--- src/rtl/uart_rx_drain_ctrl.sv ---
// Drains an FWFT UART RX FIFO into a valid/ready byte stream in bursts started by a level threshold or a character timeout.
// Receiver error pulses accumulate into sticky write-one-to-clear status that drives a maskable interrupt.
module uart_rx_drain_ctrl #(
    parameter int TIMEOUT_WIDTH = 16
) (
    input  logic                     clk,
    input  logic                     rst,
    input  logic                     i_enable,
    input  logic [TIMEOUT_WIDTH-1:0] i_timeout_cycles,
    input  logic                     i_flush,
    input  logic                     i_rx_byte,
    input  logic                     i_threshold,
    input  logic                     i_fifo_empty,
    input  logic [7:0]               i_fifo_rd_data,
    output logic                     o_fifo_rd_en,
    output logic                     o_fifo_clear,
    input  logic                     i_parity_error,
    input  logic                     i_frame_error,
    input  logic                     i_overflow_error,
    output logic [7:0]               o_tdata,
    output logic                     o_tvalid,
    output logic                     o_tlast,
    input  logic                     i_tready,
    input  logic [3:0]               i_status_clr,
    input  logic [3:0]               i_irq_en,
    output logic [3:0]               o_status,
    output logic                     o_irq,
    output logic [1:0]               o_state
);

    // Stream handshake: a byte transfers on a rising edge where o_tvalid and i_tready are
    // both high; once raised, o_tvalid and its o_tdata/o_tlast stay put until that edge (or a flush).
    typedef enum logic [1:0] {
        S_IDLE  = 2'd0,
        S_POP   = 2'd1,
        S_CHECK = 2'd2,
        S_HOLD  = 2'd3
    } state_e;

    state_e                   state_q, state_d;
    logic [TIMEOUT_WIDTH-1:0] cnt_q, cnt_d;
    logic [7:0]               tdata_q, tdata_d;
    logic                     tlast_q, tlast_d;
    logic                     tvalid_q, tvalid_d;
    logic                     clear_q, clear_d;
    logic [3:0]               status_q, status_d;
    logic                     irq_q, irq_d;
    logic                     timeout_hit;
    logic                     trigger;
    logic                     timeout_set;

    always_ff @(posedge clk or posedge rst) begin
        if (rst) begin
            state_q  <= S_IDLE;
            cnt_q    <= '0;
            tdata_q  <= '0;
            tlast_q  <= 1'b0;
            tvalid_q <= 1'b0;
            clear_q  <= 1'b0;
            status_q <= '0;
            irq_q    <= 1'b0;
        end else begin
            state_q  <= state_d;
            cnt_q    <= cnt_d;
            tdata_q  <= tdata_d;
            tlast_q  <= tlast_d;
            tvalid_q <= tvalid_d;
            clear_q  <= clear_d;
            status_q <= status_d;
            irq_q    <= irq_d;
        end
    end

    assign timeout_hit = (cnt_q >= i_timeout_cycles) && (i_timeout_cycles != '0);
    assign trigger     = i_enable && !i_fifo_empty && (i_threshold || timeout_hit);

    always_comb begin
        state_d     = state_q;
        cnt_d       = '0;
        tdata_d     = tdata_q;
        tlast_d     = tlast_q;
        tvalid_d    = tvalid_q;
        clear_d     = 1'b0;
        timeout_set = 1'b0;

        case (state_q)
            S_IDLE: begin
                // The counter only runs while a partial, un-thresholded FIFO sits idle.
                if (i_rx_byte || i_fifo_empty || !i_enable || (i_timeout_cycles == '0)) begin
                    cnt_d = '0;
                end else if (i_threshold || (cnt_q == '1)) begin
                    cnt_d = cnt_q;
                end else begin
                    cnt_d = cnt_q + {{(TIMEOUT_WIDTH-1){1'b0}}, 1'b1};
                end
                if (trigger) begin
                    state_d     = S_POP;
                    timeout_set = !i_threshold;
                end
            end
            S_POP: begin
                tdata_d = i_fifo_rd_data;
                state_d = S_CHECK;
            end
            S_CHECK: begin
                tlast_d  = i_fifo_empty;
                tvalid_d = 1'b1;
                state_d  = S_HOLD;
            end
            S_HOLD: begin
                // Continuing from HOLD relies on the level seen in CHECK; late arrivals wait for a new trigger.
                if (tvalid_q && i_tready) begin
                    tvalid_d = 1'b0;
                    state_d  = tlast_q ? S_IDLE : S_POP;
                end
            end
            default: state_d = S_IDLE;
        endcase

        if (i_flush) begin
            state_d     = S_IDLE;
            cnt_d       = '0;
            tvalid_d    = 1'b0;
            tlast_d     = 1'b0;
            clear_d     = 1'b1;
            timeout_set = 1'b0;
        end

        status_d = (status_q & ~i_status_clr)
                 | {timeout_set, i_overflow_error, i_frame_error, i_parity_error};
        irq_d    = |(status_q & i_irq_en);
    end

    assign o_fifo_rd_en = (state_q == S_POP) && !i_flush;
    assign o_fifo_clear = clear_q;
    assign o_tdata      = tdata_q;
    assign o_tvalid     = tvalid_q;
    assign o_tlast      = tlast_q;
    assign o_status     = status_q;
    assign o_irq        = irq_q;
    assign o_state      = state_q;

endmodule
--- config.mk ---
export PLATFORM = sky130hd
export DESIGN_NAME = uart_rx_drain_ctrl
export DESIGN_NICKNAME = d
export VERILOG_FILES = /design/src/rtl/uart_rx_drain_ctrl.sv
export SDC_FILE = /design/constraint.sdc
export NUM_CORES = 1
export LEC_CHECK = 0
export ABC_AREA = 1
export CELL_PAD_IN_SITES_DETAIL_PLACEMENT = 0
export CELL_PAD_IN_SITES_GLOBAL_PLACEMENT = 1
export CORE_MARGIN = 10
export CORE_UTILIZATION = 31
export DETAILED_ROUTE_END_ITERATION = 7
export GPL_TIMING_DRIVEN = 1
export MAX_ROUTING_LAYER = met4
export PLACE_DENSITY = 0.83
export SETUP_SLACK_MARGIN = 0.4
export SLEW_MARGIN = 20
export SYNTH_ARGS = -nofsm -noshare
export SYNTH_HDL_FRONTEND = slang
export SYNTH_SLANG_ARGS = --single-unit
--- constraint.sdc ---
create_clock -name clk -period 1.7 [get_ports clk]
set_input_delay 0.34 -clock clk [delete_from_list [all_inputs] [get_ports clk]]
set_output_delay 0.34 -clock clk [all_outputs]
set_load 0.005 [all_outputs]
# --- After elaboration in Yosys (flattened, before gate mapping) ---
# Index checks and enable logic that the tools add are counted.
# W data, S select, Z words.
op_classes:
  eq_ne: 7
  bitwise_logic: 4
  magnitude_cmp: 1
  mux: 18
  reduce_logical: 22
  add_sub_neg: 1
op_table:
  columns: ["cell", "count"]
  rows:
  - ["$mux W16", 4]
  - ["$add A16 B1 Y16 const B", 1]
  - ["$eq A16 B16 Y1 const B", 1]
  - ["$ge A16 B16 Y1", 1]
  - ["$logic_not A16 Y1", 1]
  - ["$reduce_bool A16 Y1", 1]
  - ["$mux W1", 9]
  - ["$and A4 B4 Y4", 2]
  - ["$pmux W2 S4", 1]
  - ["$mux W2", 3]
  - ["$ne A3 B3 Y1 const B", 2]
  - ["$logic_and A1 B1 Y1", 5]
  - ["$logic_or A1 B1 Y1", 5]
  - ["$eq A2 B2 Y1 const B", 2]
  - ["$logic_not A1 Y1", 4]
  - ["$ne A4 B4 Y1 const B", 1]
  - ["$not A4 Y4", 1]
  - ["$or A4 B4 Y4", 1]
  - ["$reduce_and A2 Y1", 2]
  - ["$reduce_or A4 Y1", 1]
  - ["$reduce_bool A3 Y1", 1]
  - ["$eq A2 B1 Y1 const B", 1]
  - ["$logic_not A2 Y1", 1]
  - ["$pmux W1 S2", 1]
  - ["$reduce_bool A2 Y1", 1]
totals:
  input_bits: 43
  reg_bits: 34
  word_cells: 61
  out_inout_bits: 19

# --- Logic depth before layout (Yosys ltp) ---
# Gate-level depths: netlist of the first run.
depth:
  ltp_word: 8
  depth_mapped: 18

# --- Worst setup path before layout of the first run ---
# No wires, ideal clock.
synth_timing:
  kind: "register to register"
  from: "register state_q[0] (netlist: o_state[0])"
  to: "register cnt_q[10]"
  slack_ns: 0.016
  synth_period_minus_slack_ns: 1.684
  path_stages_with_launch: 13
  t_arrival_ns: 1.571
  path_buffers: 0
  required_time_ns: 1.587
  setup_time_ns: 0.113
  cell_sequence: "dfrtp_1 > inv_1 > ha_1 > inv_1 > nor2_2 > nand3_1 > a21oi_2 > nand2_4 > inv_4 > nor2_2 > or2_0 > nand2_1 > inv_1"
synth_via:
  elab_chain_cells: 3
synth_rtl:
  columns: ["element", "line_no", "source"]
  rows:
  - ["start, declared", "40", "state_e state_q, state_d;"]
  - ["start signal, assigned", "63", "state_q <= state_d;"]
  - ["$logic_not A2 Y1 (*)", "86", "case (state_q)"]
  - ["$mux W16", "86", null]
  - ["$mux W16", "120", "if (i_flush) begin"]
  - ["end signal, assigned", "64", "cnt_q <= cnt_d;"]
  - ["end, declared", "41", "logic [TIMEOUT_WIDTH-1:0] cnt_q, cnt_d;"]
# Mark *: on every way between the ends. The rest lies on a longest branch, timed or not.
# A chain may end at the register's enable or synchronous reset.

# --- Worst setup path after layout of the first run ---
layout_timing:
  from: "register cnt_q[6]"
  to: "register cnt_q[15]"
layout_via:
  elab_chain_cells: 5
layout_rtl:
  columns: ["element", "line_no", "source"]
  rows:
  - ["$add A16 B1 Y16", "94", "cnt_d = cnt_q + {{(TIMEOUT_WIDTH-1){1'b0}}, 1'b1};"]
  - ["$mux W16", "91", "end else if (i_threshold || (cnt_q == '1)) begin"]
  - ["$mux W16", "89", "if (i_rx_byte || i_fifo_empty || !i_enable || (i_timeout_cycles == '0)) begin"]
  - ["$mux W16", "86", null]
  - ["$mux W16", "120", null]
# Parallel ways exist; a longest one is shown, timed or not. The select of a mux whose other input is x is not followed.

==> summary.txt, run 1 <==
Timing
  – Setup slack after layout: -0.0882 ns
  – Final-report max-slew violation count: 0
  – Min cycle time layout: 1.79 ns
  – Max Freq: 0.559 GHz
  – RSZ-0062 raised after global routing: true
  – Final period util: 105%
  – WHS: 0.403 ns
  – Slew @ Worst Pin: 0.319 ns
  – Endpoints failing setup: 7
  – Slew margin rel.: 78.6%
  – Final Skew: 0.0158 ns
  – Final hold violation count: 0

Setup path
  – Setup CP Type: flop to flop
  – CP max FO: 4
  – Reg2Reg Depth: 12
  – CP startpoint kind: flop
  – Crit end category: flop
  – Reg-to-reg critical path endpoint: cnt_q[15]
  – Critical Path AT: 1.97 ns
  – RR Startpoint: cnt_q[6]
  – Reg2reg setup slack: -0.09 ns
  – Worst Path Required: 1.88 ns

Floorplan
  – Site Rows: 31
  – Total die area: 0.0111 mm²
  – Core area: 0.00718 mm²
  – Chip height: 105 µm
  – Die width: 105 µm
  – Io pins: 62
  – Starting density of the core: 31.4%

Synthesis
  – Netlist Area Pre-Place: 0.00225 mm²
  – Library cells used by synthesis: 30
  – Post-Synthesis Cells: 307
  – Seq/Total Area, Yosys: 37.8%
  – Synthesis Warnings: 0
  – Most common flop cell mapped by yosys: dfrtp_1
  – EDFF count, synth: 0
  – Mapped Avg Cell Area: 7.34 µm²
  – Async set or reset register ratio after synthesis: 100%
  – FF+latch count, synth: 34
  – Ranking of synthesized cells by area: dfrtp_1 38%, nand2_1 14%, ha_1 12%, inv_1 8.7%, nor2_1 4.2%
  – Top cell type's share of synthesized area: 37.8%
  – Cell accounting for the most synthesized area: dfrtp_1
  – Syn nets: 371

Global routing
  – Largest net degree at the start of global routing: 35
  – GRT Total Usage: 12.7%
  – Total global routing overflow: 0
  – Vias in the first global route: 2472
  – First-pass GRT wire length: 11600 µm
  – Initial antenna violation count: 0

Clock network
  – CTS tree: yes
  – H-tree depth: 2
  – Num CTS Buffers: 5
  – Worst-case clock buffer depth: 2
  – # clock sinks: 34
  – Clock transition at path regs: 0.08 ns
  – Insertion delay to the later sink of the worst-skew pair: 0.30 ns
  – Clock tree root driver cell: clkbuf_8

Cells and area
  – Ant. Diodes: 0
  – Fraction of layout cells with a size suffix above 1: 35.0%
  – Most frequent cells in the layout: 75 x nand2_1, 59 x buf_4, 38 x inv_1
  – Layout Utilization: 56.3%
  – Final-stage net count: 506
  – Area Growth Syn to Fin: 79.1%
  – Commonest non-fill, non-tap cell in the layout: nand2_1
  – Filler cell count: 644

Job
  – Max cap viols: 0

Pwr
  – Total power: 3.18 mW
  – Pwr per Cell Area: 787 mW/mm²
  – Leakage: 1.95 nW
  – Peak VDD IR: 0.000429 V

Drt
  – Detailed Route WL: 7050 µm
  – Vias: 2438
  – Drt initial violations: 78
  – WL per Instance: 13.0 µm
  – Drt drc: 0
  – Antenna Violating Nets Remaining: 0
  – Via/cell ratio: 4.50
  – Pre-Repair DR Iteration Count: 4

Placed design
  – RD Place Congestion: 0.847
  – Post-DP HPWL: 5140 µm
  – Number of I/O port buffers: 61

Run status
  – Failing checks: negative setup slack
  – Outcome: finished with violations

Min path
  – Hold Crit Class: input port to asynchronous set/reset pin
stage by stage:
| step | setup WS (ns) | std cells | TNS (ns) | instance area (µm²) |
|---|---|---|---|---|
| detailed placement | -0.581 | 513 | -7.21 | 3390 |
| global route | -0.239 | 542 | -1.83 | 4040 |
| finish | -0.0882 | 542 | -0.358 | 4040 |
| CTS | -0.102 | 532 | -0.299 | 3800 |
| global placement | -0.530 | 513 | -7.06 | 3390 |
| floorplan | 0.0199 | 307 | 0 | 2290 |
final cells by class:
class	count	area [µm²]	area share (%)
Timing Repair Buffer	130	1160	28.8
Tap cell	99	124	3.07
Inverter	55	214	5.30
Sequential cell	34	853	21.1
Multi-Input combinational cell	216	1540	38.3
Clock buffer	5	68.8	1.70
Clock inverter	3	68.8	1.70
synth_stat cells (4+ instances only):
master and n:
a21oi_1 15, nand4_1 8, dfrtp_1 34, o21ai_0 13
nand2_1 86, nand3_1 18, o21bai_1 4, nor3_1 6
nor2_1 25, ha_1 21, inv_1 52
flip-flops by register name (all words and copies together) (netlist names):
register and count:
o_irq 1, o_tdata 8, o_tvalid 1, cnt_q 16, o_status 4, o_state 2
o_tlast 1, o_fifo_clear 1
cell families after synthesis:
logic type | Yosys count | share of synthesized area [%]
adders and majority gates | 21 | 11.7
xor gates and xnor gates | 2 | 0.777
buffers and inverters | 57 | 9.66
AOI/OAI and AO/OA | 37 | 9.27
and+or+nand+nor | 156 | 30.9
DFF | 34 | 37.8
worst max path at each step:
stage | end | cells past startpoint | start | slack (ns)
floorplan | cnt_q[10] | 12 | o_state[0] | 0.02
global placement | o_state[0] | 16 | i_timeout_cycles[1] | -0.53
detailed placement | o_state[1] | 16 | i_timeout_cycles[1] | -0.58
CTS | o_state[1] | 16 | cnt_q[6] | -0.10
global route | o_state[0] | 14 | cnt_q[3] | -0.24
finish | cnt_q[15] | 12 | cnt_q[6] | -0.09
power by group:
part           leakage (nW)  internal, mW  switching [mW]
Clock                0.0683         0.588           0.335
Combinational          1.44         0.694           0.537
Sequential            0.441         0.945          0.0791
per-layer routing:
| layer | wire, µm | GRT usage (%) | up-vias |
|---|---|---|---|
| li1 | - | - | 1256 |
| met1 | 3120 | 14.7 | 1128 |
| met2 | 3530 | 21.6 | 41 |
| met3 | 236 | 2.86 | 13 |
| met4 | 162 | 3.43 | 0 |
| met5 | 0 | - | - |
what timing repair did:
action	4_1_cts	5_1_grt
setup endpoints to repair	39	35
hold buffers	0	0
gates resized for setup	95	43
buffers inserted	11	10
pin swaps	21	21
worst max-delay path: stages (launching register included):
cell	delay (ns)
dfrtp_1	0.40
buf_4	0.14
buf_4	0.14
nand2_2	0.12
nor3_4	0.06
nand3_2	0.07
nand2_4	0.07
buf_4	0.13
buf_4	0.13
nor3b_4	0.23
nand2_1	0.07
nand2_1	0.06
nor2_1	0.03
Power figures use the tool's default switching activity.
==> run 2: changes to the inputs <==
--- a/config.mk
+++ b/config.mk
@@ -14,7 +14,6 @@
 export GPL_TIMING_DRIVEN = 1
 export MAX_ROUTING_LAYER = met4
 export PLACE_DENSITY = 0.83
-export SETUP_SLACK_MARGIN = 0.4
 export SLEW_MARGIN = 20
 export SYNTH_ARGS = -nofsm -noshare
 export SYNTH_HDL_FRONTEND = slang
==> summary.txt, run 2 (synthesized netlist as in run 1, its figures left out) <==
Run status
  – Outcome: finished with violations (unchanged)
  – Failing checks: negative setup slack (unchanged)

Clock network
  – # clock sinks: 34 (unchanged)
  – Clock tree root driver cell: clkbuf_8 (unchanged)
  – Worst-case clock buffer depth: 2 (unchanged)
  – Cts-stage hold buffer count: 0 (unchanged)
  – CTS tree: yes (unchanged)
  – H-tree depth: 2 (unchanged)
  – Insertion delay to the later sink of the worst-skew pair: 0.30 ns (about the same)
  – Clock transition at path regs: 0.08 ns (about the same)
  – Num CTS Buffers: 5 (unchanged)

Setup path
  – CP max FO: 3 (was 4)
  – CP startpoint kind: flop (unchanged)
  – Reg2Reg Depth: 16 (was 12)
  – Worst Path Required: 1.90 ns (was 1.88 ns)
  – Critical Path AT: 1.91 ns (was 1.97 ns)
  – Setup CP Type: flop to flop (unchanged)
  – Crit end category: flop (unchanged)

Floorplan
  – Total die area: 0.0111 mm² (unchanged)
  – Chip height: 105 µm (unchanged)
  – Site Rows: 31 (unchanged)
  – Io pins: 62 (unchanged)
  – Die width: 105 µm (unchanged)
  – Starting density of the core: 31.4% (unchanged)
  – Core area: 0.00718 mm² (unchanged)

Global routing
  – GRT Total Usage: 12.6% (was 12.7%)
  – Initial antenna violation count: 0 (unchanged)
  – Largest net degree at the start of global routing: 26 (was 35)
  – Vias in the first global route: 2497 (was 2472)
  – Total global routing overflow: 0 (unchanged)
  – First-pass GRT wire length: 11300 µm (was 11600 µm)

Drt
  – Detailed Route WL: 6880 µm (was 7050 µm)
  – Drt initial violations: 60 (was 78)
  – Antenna Violating Nets Remaining: 0 (unchanged)
  – Via/cell ratio: 4.51 (was 4.50)
  – WL per Instance: 12.7 µm (was 13.0 µm)
  – Pre-Repair DR Iteration Count: 4 (unchanged)
  – Drt drc: 0 (unchanged)
  – Vias: 2438 (unchanged)

Placed design
  – Placement Setup Slack: -0.561 ns (was -0.581 ns)
  – RD Place Congestion: 0.832 (was 0.847)
  – Post-DP HPWL: 5330 µm (was 5140 µm)
  – Number of I/O port buffers: 61 (unchanged)

Timing
  – Max Freq: 0.584 GHz (was 0.559 GHz)
  – Final hold violation count: 0 (unchanged)
  – Min cycle time layout: 1.71 ns (was 1.79 ns)
  – Final-report max-slew violation count: 0 (unchanged)
  – Slew @ Worst Pin: 0.350 ns (was 0.319 ns)
  – Sum of negative setup slack: -0.0229 ns (was -0.358 ns)
  – Final period util: 101% (was 105%)
  – Final Skew: 0.00940 ns (was 0.0158 ns)
  – Endpoints failing setup: 2 (was 7)
  – RSZ-0062 raised after global routing: true (unchanged)
  – Slew margin rel.: 76.7% (was 78.6%)
  – Setup slack after layout: -0.0123 ns (was -0.0882 ns)

Cells and area
  – Filler cell count: 669 (was 644)
  – Footprint of the multi-input gates: 0.00152 mm² (was 0.00154 mm²)
  – Most flops, register: cnt_q (unchanged)
  – Layout Utilization: 54.8% (was 56.3%)
  – Ant. Diodes: 0 (unchanged)
  – Final-stage net count: 505 (was 506)
  – Most frequent cells in the layout: 76 x nand2_1, 63 x buf_4, 46 x clkdlybuf4s50_1 (was 75 x nand2_1, 59 x buf_4, 38 x inv_1)
  – Fraction of layout cells with a size suffix above 1: 34.4% (was 35.0%)
  – Area Growth Syn to Fin: 74.4% (was 79.1%)
  – Commonest non-fill, non-tap cell in the layout: nand2_1 (unchanged)
  – Reg area: 853 µm² (unchanged)
  – Max reg flops: 16 (unchanged)

Pwr
  – Peak VDD IR: 0.000676 V (was 0.000429 V)
  – Pwr per Cell Area: 723 mW/mm² (was 787 mW/mm²)
  – Leakage: 1.92 nW (was 1.95 nW)
  – Total power: 2.84 mW (was 3.18 mW)

Min path
  – Hold Crit Class: input port to asynchronous set/reset pin (unchanged)

Job
  – Max cap viols: 0 (unchanged)
run 2: path summary, 6_finish.rpt:
| kind | startpoint | to | slack [ns] |
|---|---|---|---|
| max | cnt_q[6] | o_state[0] | -0.01 |
| min | rst | o_tdata[0] | 0.33 |
| max reg2reg | cnt_q[6] | o_state[0] | -0.01 |
| min reg2reg | o_tdata[4] | o_tdata[4] | 0.48 |
| max in group asynchronous | rst | cnt_q[1] | 0.98 |
| min in group clk | o_tdata[4] | o_tdata[4] | 0.48 |
run 2: per-stage QoR:
stage                     cell area [µm²]  cells  hold WS (ns)
after floorplan                      2250    307         0.371
after global placement               3390    520         0.453
after detailed placement             3390    520         0.462
after CTS                            3690    533         0.331
after global routing                 3930    541         0.352
final                                3930    541         0.331
run 2: repair_timing:
action,CTS,global route
hold endpoints to repair,0,0
pin swaps,32,28
gates resized for setup,53,51
gates cloned,0,0
endpoints found under the setup margin,17,21
buffers inserted,6,11
run 2: worst max-delay path, stage by stage (launching register included):
cell and delay [ns]:
dfrtp_1 0.44, ha_4 0.29, nand2_2 0.04, inv_2 0.05, nand2_2 0.05, nor2_1 0.09, nor2_1 0.05, nand2_2 0.07
nand2_1 0.06, nand2_1 0.06, nand2_1 0.05, nand2_1 0.06, nand2_2 0.06, nand2_2 0.08, nand2_2 0.05, nand2_1 0.05
nand2_1 0.04
run 2: area by class of cell:
type	count	area share, %
sequential	34	21.7
timing repair buffer	129	28.7
multi-input combinational	216	38.6
clock inverter	2	0.318
clock buffer	6	2.10
inverter	55	5.44
tap	99	3.15
run 2: metal layers:
| layer | global-route usage, % | vias to the layer above | share of wire (%) |
|---|---|---|---|
| met5 | - | - | 0 |
| met4 | 3.82 | 0 | 1.4 |
| met3 | 3.35 | 10 | 4.4 |
| met2 | 20.5 | 62 | 50 |
| met1 | 15.0 | 1110 | 44 |
| li1 | - | 1256 | - |
run 2: power breakdown:
group          leakage, nW  internal, mW  switching, mW
Combinational         1.43         0.668          0.488
Sequential           0.441         0.946         0.0911
Clock               0.0472         0.326          0.323
